<file path="src/rtl/costas_acq_pkg.sv">
// -----------------------------------------------------------------------------
// costas_acq_pkg
// Shared definitions for the Costas-loop acquisition controller:
//   - acq_state_t : controller state encoding (also exported on o_state)
//   - SMP_W       : width of the signed low-pass mixer samples
//   - ACC_BASE_W  : accumulator width before adding WIN_LOG2 growth bits
//   - GAIN_ACQ / GAIN_TRK : phase-detector step for acquisition / tracking
//   - abs_sat()   : magnitude of a signed sample, saturating the most
//                   negative code so the result always fits in SMP_W bits
// -----------------------------------------------------------------------------
package costas_acq_pkg;

   typedef enum logic [2:0] {
      ST_IDLE    = 3'd0,
      ST_LRST    = 3'd1,
      ST_SETTLE  = 3'd2,
      ST_MEASURE = 3'd3,
      ST_NEXT    = 3'd4,
      ST_LOCKED  = 3'd5
   } acq_state_t;

   localparam int SMP_W      = 14;
   localparam int ACC_BASE_W = 16;

   localparam logic signed [31:0] GAIN_ACQ = 32'sd5000000;
   localparam logic signed [31:0] GAIN_TRK = 32'sd1250000;

   localparam logic signed [SMP_W-1:0] SMP_MAX = 14'sd8191;
   localparam logic signed [SMP_W-1:0] SMP_MIN = {1'b1, {(SMP_W-1){1'b0}}};

   // |x| with -2^(SMP_W-1) mapped to 2^(SMP_W-1)-1 instead of wrapping negative.
   function automatic logic signed [SMP_W-1:0] abs_sat(input logic signed [SMP_W-1:0] x);
      logic signed [SMP_W-1:0] r;
      if (x == SMP_MIN) begin
         r = SMP_MAX;
      end else if (x[SMP_W-1]) begin
         r = -x;
      end else begin
         r = x;
      end
      return r;
   endfunction

endpackage

</file>
<file path="src/rtl/costas_lock_meter.sv">
// -----------------------------------------------------------------------------
// costas_lock_meter
// Accumulates m = |I| - |Q| over windows of 2^WIN_LOG2 valid samples and
// reports, in the cycle the last sample of a window is taken, whether the
// window mean (acc >>> WIN_LOG2) reaches LOCK_THR. Windows run back-to-back
// while i_run is high; dropping i_run clears the accumulator and count.
//
// Ports:
//   i_clk        clock
//   i_rst        synchronous active-high reset
//   i_en         global enable; when low the accumulator and count hold
//   i_run        measurement active (MEASURE or LOCKED); low clears
//   i_smp_valid  sample on i_i/i_q is valid this cycle
//   i_i, i_q     signed SMP_W-bit low-pass mixer outputs
//   o_win_done   high in the cycle the final sample of a window is taken
//   o_pass       window mean >= LOCK_THR (meaningful with o_win_done)
// -----------------------------------------------------------------------------
module costas_lock_meter
   import costas_acq_pkg::*;
#(
   parameter int                      WIN_LOG2 = 10,
   parameter logic signed [SMP_W-1:0] LOCK_THR = 14'sd1024
) (
   input  logic                    i_clk,
   input  logic                    i_rst,
   input  logic                    i_en,
   input  logic                    i_run,
   input  logic                    i_smp_valid,
   input  logic signed [SMP_W-1:0] i_i,
   input  logic signed [SMP_W-1:0] i_q,
   output logic                    o_win_done,
   output logic                    o_pass
);

   localparam int ACC_W = ACC_BASE_W + WIN_LOG2;

   logic signed [ACC_W-1:0]  r_acc;
   logic [WIN_LOG2-1:0]      r_cnt;

   logic signed [SMP_W:0]    w_metric;
   logic signed [ACC_W-1:0]  w_metric_ext;
   logic signed [ACC_W-1:0]  w_acc_sum;
   logic signed [ACC_W-1:0]  w_mean;
   logic signed [ACC_W-1:0]  w_thr;
   logic                     w_take;
   logic                     w_last;

   // Both magnitudes are non-negative SMP_W-bit values, so one extra bit
   // holds their difference without overflow.
   assign w_metric     = $signed({1'b0, abs_sat(i_i)}) - $signed({1'b0, abs_sat(i_q)});
   assign w_metric_ext = {{(ACC_W-SMP_W-1){w_metric[SMP_W]}}, w_metric};
   assign w_acc_sum    = r_acc + w_metric_ext;
   assign w_mean       = w_acc_sum >>> WIN_LOG2;
   assign w_thr        = {{(ACC_W-SMP_W){LOCK_THR[SMP_W-1]}}, LOCK_THR};

   assign w_take     = i_en & i_run & i_smp_valid;
   assign w_last     = &r_cnt;
   // The decision includes the sample being taken this cycle, so the
   // controller can act in the same cycle the window closes.
   assign o_win_done = w_take & w_last;
   assign o_pass     = (w_mean >= w_thr);

   always_ff @(posedge i_clk) begin
      if (i_rst) begin
         r_acc <= '0;
         r_cnt <= '0;
      end else if (i_en) begin
         if (!i_run) begin
            r_acc <= '0;
            r_cnt <= '0;
         end else if (i_smp_valid) begin
            if (w_last) begin
               r_acc <= '0;
               r_cnt <= '0;
            end else begin
               r_acc <= w_acc_sum;
               r_cnt <= r_cnt + WIN_LOG2'(1);
            end
         end
      end
   end

endmodule

</file>
<file path="src/rtl/costas_acq_ctrl.sv">
// -----------------------------------------------------------------------------
// costas_acq_ctrl
// Acquisition controller for a Costas carrier-recovery loop. Sweeps the NCO
// base increment over F_STEPS points; at each point it pulses the loop reset,
// lets the loop settle for SETTLE_CYC cycles, then measures one window of
// |I|-|Q|. A passing window declares lock; in LOCKED, windows are measured
// back-to-back and LOSS_WIN consecutive failures resume the sweep from the
// next point.
//
// Optional feature: define COSTAS_ACQ_GEARSHIFT_EN to drop the loop gain to
// the tracking value while locked. Without it the gain stays at the
// acquisition value.
//
// Ports:
//   i_clk          clock (100 MHz)
//   i_rst          synchronous active-high reset (priority over i_en)
//   i_en           global enable; when low all state and outputs hold
//   i_start        pulse: begin acquisition (ignored outside IDLE)
//   i_stop         pulse: abort to IDLE (wins over i_start)
//   i_smp_valid    i_i_lpf / i_q_lpf valid this cycle
//   i_i_lpf        signed 14-bit in-phase LPF output
//   i_q_lpf        signed 14-bit quadrature LPF output
//   o_nco_base     base phase increment for the loop DDS
//   o_loop_rst     loop datapath reset
//   o_loop_en      loop datapath enable
//   o_loop_gain    phase-detector step magnitude
//   o_locked       loop declared locked
//   o_sweep_idx    current sweep point index
//   o_sweep_wrap   one-cycle pulse when the index wraps to 0
//   o_state        current controller state (debug visibility)
// -----------------------------------------------------------------------------
module costas_acq_ctrl
   import costas_acq_pkg::*;
#(
   parameter logic [31:0]             F_START    = 32'd900000000,
   parameter logic [31:0]             F_STEP     = 32'd4294967,
   parameter int                      F_STEPS    = 16,
   parameter int                      SETTLE_CYC = 4096,
   parameter int                      WIN_LOG2   = 10,
   parameter logic signed [SMP_W-1:0] LOCK_THR   = 14'sd1024,
   parameter int                      LOSS_WIN   = 4
) (
   input  logic                    i_clk,
   input  logic                    i_rst,
   input  logic                    i_en,
   input  logic                    i_start,
   input  logic                    i_stop,
   input  logic                    i_smp_valid,
   input  logic signed [SMP_W-1:0] i_i_lpf,
   input  logic signed [SMP_W-1:0] i_q_lpf,
   output logic [31:0]             o_nco_base,
   output logic                    o_loop_rst,
   output logic                    o_loop_en,
   output logic signed [31:0]      o_loop_gain,
   output logic                    o_locked,
   output logic [7:0]              o_sweep_idx,
   output logic                    o_sweep_wrap,
   output logic [2:0]              o_state
);

   localparam logic [7:0]  LAST_IDX    = 8'(F_STEPS - 1);
   localparam logic [15:0] SETTLE_LAST = 16'(SETTLE_CYC - 1);
   localparam logic [3:0]  LOSS_LAST   = 4'(LOSS_WIN - 1);

   acq_state_t   r_state;
   logic [31:0]  r_nco_base;
   logic [7:0]   r_sweep_idx;
   logic         r_loop_rst;
   logic         r_loop_en;
   logic         r_locked;
   logic         r_sweep_wrap;
   logic [15:0]  r_settle_cnt;
   logic [3:0]   r_fail_cnt;

   logic         w_meas_run;
   logic         w_win_done;
   logic         w_win_pass;

   assign w_meas_run = (r_state == ST_MEASURE) || (r_state == ST_LOCKED);

   costas_lock_meter #(
      .WIN_LOG2 (WIN_LOG2),
      .LOCK_THR (LOCK_THR)
   ) u_meter (
      .i_clk       (i_clk),
      .i_rst       (i_rst),
      .i_en        (i_en),
      .i_run       (w_meas_run),
      .i_smp_valid (i_smp_valid),
      .i_i         (i_i_lpf),
      .i_q         (i_q_lpf),
      .o_win_done  (w_win_done),
      .o_pass      (w_win_pass)
   );

   always_ff @(posedge i_clk) begin
      if (i_rst) begin
         r_state      <= ST_IDLE;
         r_nco_base   <= F_START;
         r_sweep_idx  <= '0;
         r_loop_rst   <= 1'b1;
         r_loop_en    <= 1'b0;
         r_locked     <= 1'b0;
         r_sweep_wrap <= 1'b0;
         r_settle_cnt <= '0;
         r_fail_cnt   <= '0;
      end else if (i_en) begin
         r_sweep_wrap <= 1'b0;
         if (i_stop) begin
            r_state      <= ST_IDLE;
            r_nco_base   <= F_START;
            r_sweep_idx  <= '0;
            r_loop_rst   <= 1'b0;
            r_loop_en    <= 1'b0;
            r_locked     <= 1'b0;
            r_settle_cnt <= '0;
            r_fail_cnt   <= '0;
         end else begin
            case (r_state)
               ST_IDLE: begin
                  r_nco_base  <= F_START;
                  r_sweep_idx <= '0;
                  r_loop_en   <= 1'b0;
                  r_loop_rst  <= 1'b0;
                  if (i_start) begin
                     r_loop_rst <= 1'b1;
                     r_state    <= ST_LRST;
                  end
               end

               ST_LRST: begin
                  r_loop_rst   <= 1'b0;
                  r_loop_en    <= 1'b1;
                  r_settle_cnt <= '0;
                  r_state      <= ST_SETTLE;
               end

               ST_SETTLE: begin
                  if (r_settle_cnt == SETTLE_LAST) begin
                     r_settle_cnt <= '0;
                     r_state      <= ST_MEASURE;
                  end else begin
                     r_settle_cnt <= r_settle_cnt + 16'd1;
                  end
               end

               ST_MEASURE: begin
                  if (w_win_done) begin
                     if (w_win_pass) begin
                        r_locked   <= 1'b1;
                        r_fail_cnt <= '0;
                        r_state    <= ST_LOCKED;
                     end else begin
                        r_loop_en <= 1'b0;
                        r_state   <= ST_NEXT;
                     end
                  end
               end

               ST_NEXT: begin
                  if (r_sweep_idx == LAST_IDX) begin
                     r_sweep_idx  <= '0;
                     r_nco_base   <= F_START;
                     r_sweep_wrap <= 1'b1;
                  end else begin
                     r_sweep_idx <= r_sweep_idx + 8'd1;
                     r_nco_base  <= r_nco_base + F_STEP;
                  end
                  r_loop_rst <= 1'b1;
                  r_state    <= ST_LRST;
               end

               ST_LOCKED: begin
                  if (w_win_done) begin
                     if (w_win_pass) begin
                        r_fail_cnt <= '0;
                     end else if (r_fail_cnt == LOSS_LAST) begin
                        // Loss of lock: resume the sweep at the following point.
                        r_fail_cnt <= '0;
                        r_locked   <= 1'b0;
                        r_loop_en  <= 1'b0;
                        r_state    <= ST_NEXT;
                     end else begin
                        r_fail_cnt <= r_fail_cnt + 4'd1;
                     end
                  end
               end

               default: begin
                  r_state <= ST_IDLE;
               end
            endcase
         end
      end
   end

   assign o_nco_base   = r_nco_base;
   assign o_sweep_idx  = r_sweep_idx;
   assign o_loop_rst   = r_loop_rst;
   assign o_loop_en    = r_loop_en;
   assign o_locked     = r_locked;
   assign o_sweep_wrap = r_sweep_wrap;
   assign o_state      = r_state;

   // Gain follows the registered lock flag, so it switches in the same cycle
   // o_locked changes.
`ifdef COSTAS_ACQ_GEARSHIFT_EN
   assign o_loop_gain = r_locked ? GAIN_TRK : GAIN_ACQ;
`else
   assign o_loop_gain = GAIN_ACQ;
`endif

endmodule
</file>
<file path="config.mk">
export PLATFORM = sky130hd
export DESIGN_NAME = costas_acq_ctrl
export DESIGN_NICKNAME = d
export VERILOG_FILES = /design/src/rtl/costas_acq_pkg.sv /design/src/rtl/costas_lock_meter.sv /design/src/rtl/costas_acq_ctrl.sv
export SDC_FILE = /design/constraint.sdc
export NUM_CORES = 1
export LEC_CHECK = 0
export CAP_MARGIN = 20
export CELL_PAD_IN_SITES_DETAIL_PLACEMENT = 0
export CELL_PAD_IN_SITES_GLOBAL_PLACEMENT = 2
export CORE_UTILIZATION = 33
export CTS_CLUSTER_DIAMETER = 30
export DETAILED_ROUTE_END_ITERATION = 12
export PLACE_DENSITY = 0.84
export SKIP_LAST_GASP = 1
export SYNTH_ARGS = -nofsm -noshare
export SYNTH_HDL_FRONTEND = slang
export SYNTH_HIERARCHICAL = 1
export SYNTH_SLANG_ARGS = --single-unit
</file>
<file path="constraint.sdc">
create_clock -name i_clk -period 9 [get_ports i_clk]
set_input_delay 0.9 -clock i_clk [delete_from_list [all_inputs] [get_ports i_clk]]
set_output_delay 0.9 -clock i_clk [all_outputs]
set_load 0.02 [all_outputs]
</file>
======== Word level (Yosys, flattened, before mapping) ========
Index checks and enable logic that the tools add are counted.
operators by class
  add/subtract/negate cells ............... 9
  magnitude comparators ................... 1
  eq/ne operators ......................... 19
  multiplexer cells ....................... 52
  bitwise gates (word level) .............. 3
  reduce and logical (&&, ||, !) cells .... 16
operators with widths
  operator                                                                                count
  26-bit two-way mux                                                                      3
  32-bit two-way mux                                                                      2
  32-bit case mux with 2 select lines                                                     1
  14-bit two-way mux                                                                      4
  32-bit by 23-bit adder with 32-bit output (second input constant)                       1
  16-bit two-way mux                                                                      2
  16-bit case mux with 2 select lines                                                     1
  10-bit two-way mux                                                                      3
  14-bit == test (second input constant)                                                  2
  14-bit negator                                                                          2
  26-bit by 15-bit adder with 26-bit output                                               1
  4-bit two-way mux                                                                       6
  3-bit two-way mux                                                                       7
  7-bit AND reduction                                                                     3
  3-bit case mux with 6 select lines                                                      1
  16-bit by 1-bit adder with 16-bit output (second input constant)                        1
  16-bit by 12-bit == test with 1-bit output (second input constant)                      1
  16-bit by 12-bit greater-or-equal comparator with 1-bit output (second input constant)  1
  8-bit two-way mux                                                                       2
  8-bit case mux with 2 select lines                                                      1
  1-bit two-way mux                                                                       15
  14-bit by 14-bit subtractor with 15-bit output                                          1
  3-bit by 2-bit inequality test with 1-bit output (second input constant)                4
  3-bit inequality test (second input constant)                                           4
  22 further kinds                                                                        31
word-level totals
  bits in registers ....................... 103
  input port bits ......................... 34
  logic and storage cells ................. 111

======== Depth between registers and ports, before layout ========
  depth after elaboration ................. 10
  mapped depth ............................ 34
  mapped depth without buffers ............ 32

======== Cells and area by module ========
The synthesis kept the hierarchy.
modules (own cells, without submodules)
  module             times used  cells each  area each (um2)
  costas_lock_meter  1           530         4100.2
  costas_acq_ctrl    1           464         3793.6

======== Worst setup path after synthesis ========
No wires, ideal clock.
  kind .................................... input to register
  start point ............................. in i_i_lpf[5]
  end point ............................... reg r_fail_cnt[3]
  setup time .............................. 0.070 ns
  arrival time ............................ 7.318 ns
  setup slack ............................. 1.612 ns
  cell stages on the path ................. 29
  cells stage by stage .................... or4_1 or3_1 clkbuf_1 or2_1 clkbuf_1 and2_1 fa_1 nor2b_4 o31a_4 nor4_4 o31ai_4 nor4_4 o41a_4 ha_1 buf_6 a21o_1 a21o_1 a21o_1 a21o_1 a2111oi_4 o2bb2ai_4 xnor2_4 xnor2_1 a31oi_1 nand2_1 nor2_1 o21ai_2 or4_1 a21oi_1
between the ends
  longest elaborated chain between the ends .. 10
  elaborated cells on any way between the ends .. 13
  classes of those cells .................. add/sub: 3; order compare: 1; eq/ne: 2; mux: 6; reduce/logical: 1
RTL lines
  item                                                                RTL line                 RTL
  start: declaration                                                  costas_acq_ctrl.sv:49    input logic signed [SMP_W-1:0] i_i_lpf,
  14-bit negator                                                      costas_acq_pkg.sv:37     r = -x;
  14-bit two-way mux                                                  costas_acq_pkg.sv:36     end else if (x[SMP_W-1]) begin
  14-bit two-way mux (*)                                              costas_acq_pkg.sv:34     if (x == SMP_MIN) begin
  14-bit by 14-bit subtractor with 15-bit output (*)                  costas_lock_meter.sv:50  assign w_metric = $signed({1'b0, abs_sat(i_i)}) - $signed({1'b0, abs_sat(i_q)});
  26-bit by 15-bit adder with 26-bit output (*)                       costas_lock_meter.sv:52  assign w_acc_sum = r_acc + w_metric_ext;
  16-bit by 12-bit greater-or-equal comparator with 1-bit output (*)  costas_lock_meter.sv:61  assign o_pass = (w_mean >= w_thr);
  net w_win_pass                                                      costas_acq_ctrl.sv:77    logic w_win_pass;
  4-bit two-way mux                                                   costas_acq_ctrl.sv:175   if (w_win_pass) begin
  4-bit two-way mux                                                   costas_acq_ctrl.sv:174   if (w_win_done) begin
  4-bit case mux with 2 select lines                                  costas_acq_ctrl.sv:119   case (r_state)
  4-bit two-way mux                                                   costas_acq_ctrl.sv:109   if (i_stop) begin
  end signal: assignment                                              costas_acq_ctrl.sv:184   r_fail_cnt <= r_fail_cnt + 4'd1;
  end: declaration                                                    costas_acq_ctrl.sv:73    logic [3:0] r_fail_cnt;
Mark *: on every way through the listed nets, which the timed path passes. The rest lies on a longest branch. The select of a mux whose other input is x is not followed.
A chain may end at the register's enable or synchronous reset.

======== Final worst setup path ========
  start point ............................. in i_q_lpf[7]
  end point ............................... reg r_fail_cnt[3]
between the ends
  longest elaborated chain between the ends .. 10
  elaborated cells on any way between the ends .. 13
  classes of those cells .................. add/sub: 3; order compare: 1; eq/ne: 2; mux: 6; reduce/logical: 1
RTL lines
  item                                                                RTL line                 RTL
  start: declaration                                                  costas_acq_ctrl.sv:50    input logic signed [SMP_W-1:0] i_q_lpf,
  14-bit negator                                                      costas_acq_pkg.sv:37
  14-bit two-way mux                                                  costas_acq_pkg.sv:36
  14-bit two-way mux (*)                                              costas_acq_pkg.sv:34
  14-bit by 14-bit subtractor with 15-bit output (*)                  costas_lock_meter.sv:50
  26-bit by 15-bit adder with 26-bit output (*)                       costas_lock_meter.sv:52
  16-bit by 12-bit greater-or-equal comparator with 1-bit output (*)  costas_lock_meter.sv:61
  net w_win_pass                                                      costas_acq_ctrl.sv:77
  4-bit two-way mux                                                   costas_acq_ctrl.sv:175
  4-bit two-way mux                                                   costas_acq_ctrl.sv:174
  4-bit case mux with 2 select lines                                  costas_acq_ctrl.sv:119
  4-bit two-way mux                                                   costas_acq_ctrl.sv:109
Marked as above.

==> reports/results.txt <==
number of synthesized flops with an enable pin - 0
number of global-route vias before repair - 6,572
NetSw - 438 uW
TritonCTS clock tree - yes
area grow syn2layout - 16.1%
Clock Path Buffers - 2
final hold slack - 0.480 ns
PD cells - 140 nW/um^2
sequential share of power - 0.367
Starting Density - 0.336
Die Wd - 157 um
Post-synth ARST share - 0
largest area contributor in the netlist - dfxtp_1
Pre-antenna DRT Iters - 4
Critical Path RT - 9.29 ns
fin area - 9160 um^2
prevailing post-synth register cell - dfxtp_1
WS Path Type - in -> reg
#FFs+latches synth - 103
Root Driver - clkbuf_16
DR vias - 7,044
Comb power frac - 0.297
clock period minus worst slack - 8.13 ns
first-pass GRT wire length - 32.8 mm
met2 usage - 0.284
Core Util, Final - 0.390
register area share after synthesis - 0.261
clock skew - 0.0129 ns
top post-synthesis cells by count - nor2_1, dfxtp_1, a21oi_1
final critical-path share of the clock period - 0.903
area of the die - 24,500 um^2
Distinct cells, synth - 82
port bufs - 80
VDD IR max - 0.0000745 V
Post-Route Setup TNS - 0 ns
final hold violation count - 0
status - complete, no violations
Clk pin slew, worst setup/hold paths - 0.08 ns
final setup vio count - 0
Hold Crit Class - reg -> reg
Tot Pwr - 1280 uW
netlist area before placement - 7890 um^2
Int Power - 845 uW
Final nets - 1,132
Worst R2R Path Depth - 17
slew margin rel. - 0.339
CTS Buf Count - 9
Sw Share - 0.341
CTS resizes - 0
I/O pins - 113
H-tree depth - 3
Post-DRT Antenna Nets - 0
initial DRC count - 362
diode count - 0
cts hold-fix bufs - 0
initial antenna violation count - 0
hpwl dp - 14.5 mm
Syn Inst Count - 994
worst slew pin tran - 0.985 ns
routability congestion estimate - 0.788
Ys Warns - 6
Cell Area, Placed - 8840 um^2
Core Footprint - 23,500 um^2
startpoint types - primary input
Pins Over Slew Limit - 0
Sink Count - 103
Via density - 5.13
RSZ-0062 raised after global routing - false
share of the synthesized area in the top cell type - 0.261
Worst-Skew Late Latency - 0.36 ns
Max Cap Viol - 0
Post-CTS Setup Inserts - 0
max frequency - 0.123 GHz
layout cells sized above 1 - 0.0522
gr ovfl total - 0
CP Max Fanout - 12
grt met3 use - 0.0188
met1 usage - 0.214
Clk network pwr share - 0.336
gr busiest metal - met2
Total GRT Usage - 0.165
WP data arrival - 8.42 ns
largest net degree at the start of global routing - 57
Rows - 56
Area contributors post-synth - dfxtp_1, ha_1, xnor2_1
Slowest-stage cell, CP - or4_1
Hold Path Stages - 2
die height - 157 um
DR WL/cell - 14.3 um
drt total wl - 19.6 mm
synthesized area per cell - 7.94 um^2
DRC - 0
crit end category - flop
most frequent cell after synthesis - nor2_1
Pleak - 0.00351 uW
max incr delay on CP - 0.61 ns
==> layer usage <==
| metal | vias to the layer above | routed length (um) |
|---|---|---|
| met1 | 3278 | 9650 |
| met2 | 96 | 9230 |
| met3 | 12 | 474 |
| li1 | 3658 | - |
| met5 | - | 0 |
| met4 | 0 | 230 |
==> logic make-up after synthesis <==
logic type               Yosys count  synth area share
AND/OR/NAND/NOR                  379             0.250
adder cells (fa/ha/maj)           50            0.0812
buffers and inverters            106            0.0699
other                              2          0.000951
AO/OA/AOI/OAI                    267             0.237
multiplexers                       4           0.00507
flip-flops                       103             0.261
XOR/XNOR                          83            0.0945
==> sequential cells by signal, indices dropped and copies added (netlist names) <==
register and flops:
o_sweep_wrap 1, o_loop_en 1, o_nco_base 32, r_settle_cnt 16, o_loop_rst 1, o_state 3, r_fail_cnt 4, o_locked 1
u_meter/r_acc 26, u_meter/r_cnt 10, o_sweep_idx 8
==> power by group through the flow <==
stage	combinational (uW)	clock, uW	sequential, uW
final	381	431	471
after CTS	384	446	471
after global routing	426	463	472
after detailed placement	381	0	482
after floorplan	300	0	484
after global placement	383	0	482
==> layout make-up <==
type                    instances  area [um^2]
flip-flops and latches        103         2060
repair buffers                 85          833
well taps                     319          399
fillers                      2460        14300
inverters                      34          128
clock inverters                 7         97.6
clock buffers                   9          225
multi-input cells             815         5420
==> critical path, delay by kind of cell <==
family                   cells  cell delay [ns]
XOR/XNOR                     1             0.13
adder cells (fa/ha/maj)      2             0.55
AND/OR/NAND/NOR             12             2.73
buffers and inverters        3             0.71
AO/OA/AOI/OAI               14             3.37
==> cell usage in the layout (no fill, tap or decap), types with 6 or more instances in the layout <==
master           netlist  layout
a211oi_1               7       7
nand4_1               17      17
nand2_1               65      65
nand3b_1              10      10
ha_1                  48      48
o21ai_0               42      42
nand2b_1              11      11
inv_1                 34      34
o211ai_1               7       7
nor3b_1                8       8
a21o_1                16      16
nor3_1                22      22
o41ai_1                6       6
clkdlybuf4s50_1        0      79
a22oi_1               23      23
nor4_1                10      10
or3_1                 13      13
nand3_1               32      32
a21oi_1               66      66
o21a_1                 9       9
xnor2_1               50      50
clkbuf_16              0       9
and2_1                12      12
or4_1                  7       7
nor2_1               116     116
o31ai_1                7       7
dfxtp_1              103     103
o21bai_1               7       7
a31oi_1               15      14
and3_1                20      20
nor2b_1               12      12
conb_1                 2      32
xor2_1                32      32
==> path summary, 6_finish.rpt <==
path	startpoint	end	slack, ns
hold reg to reg	r_fail_cnt[1]	r_fail_cnt[1]	0.48
setup / recovery	i_q_lpf[7]	r_fail_cnt[3]	0.87
setup reg to reg	u_meter/r_acc[0]	r_fail_cnt[3]	4.69
hold / removal	r_fail_cnt[1]	r_fail_cnt[1]	0.48
==> metrics by stage <==
step	worst slack, ns	instances
4_1_cts	0.879	1372
5_1_grt	0.134	1372
6_report	0.869	1372
2_1_floorplan	1.61	1024
3_5_place_dp	0.556	1356
3_3_place_gp	0.642	1356
(Power assumes the default switching activity.)
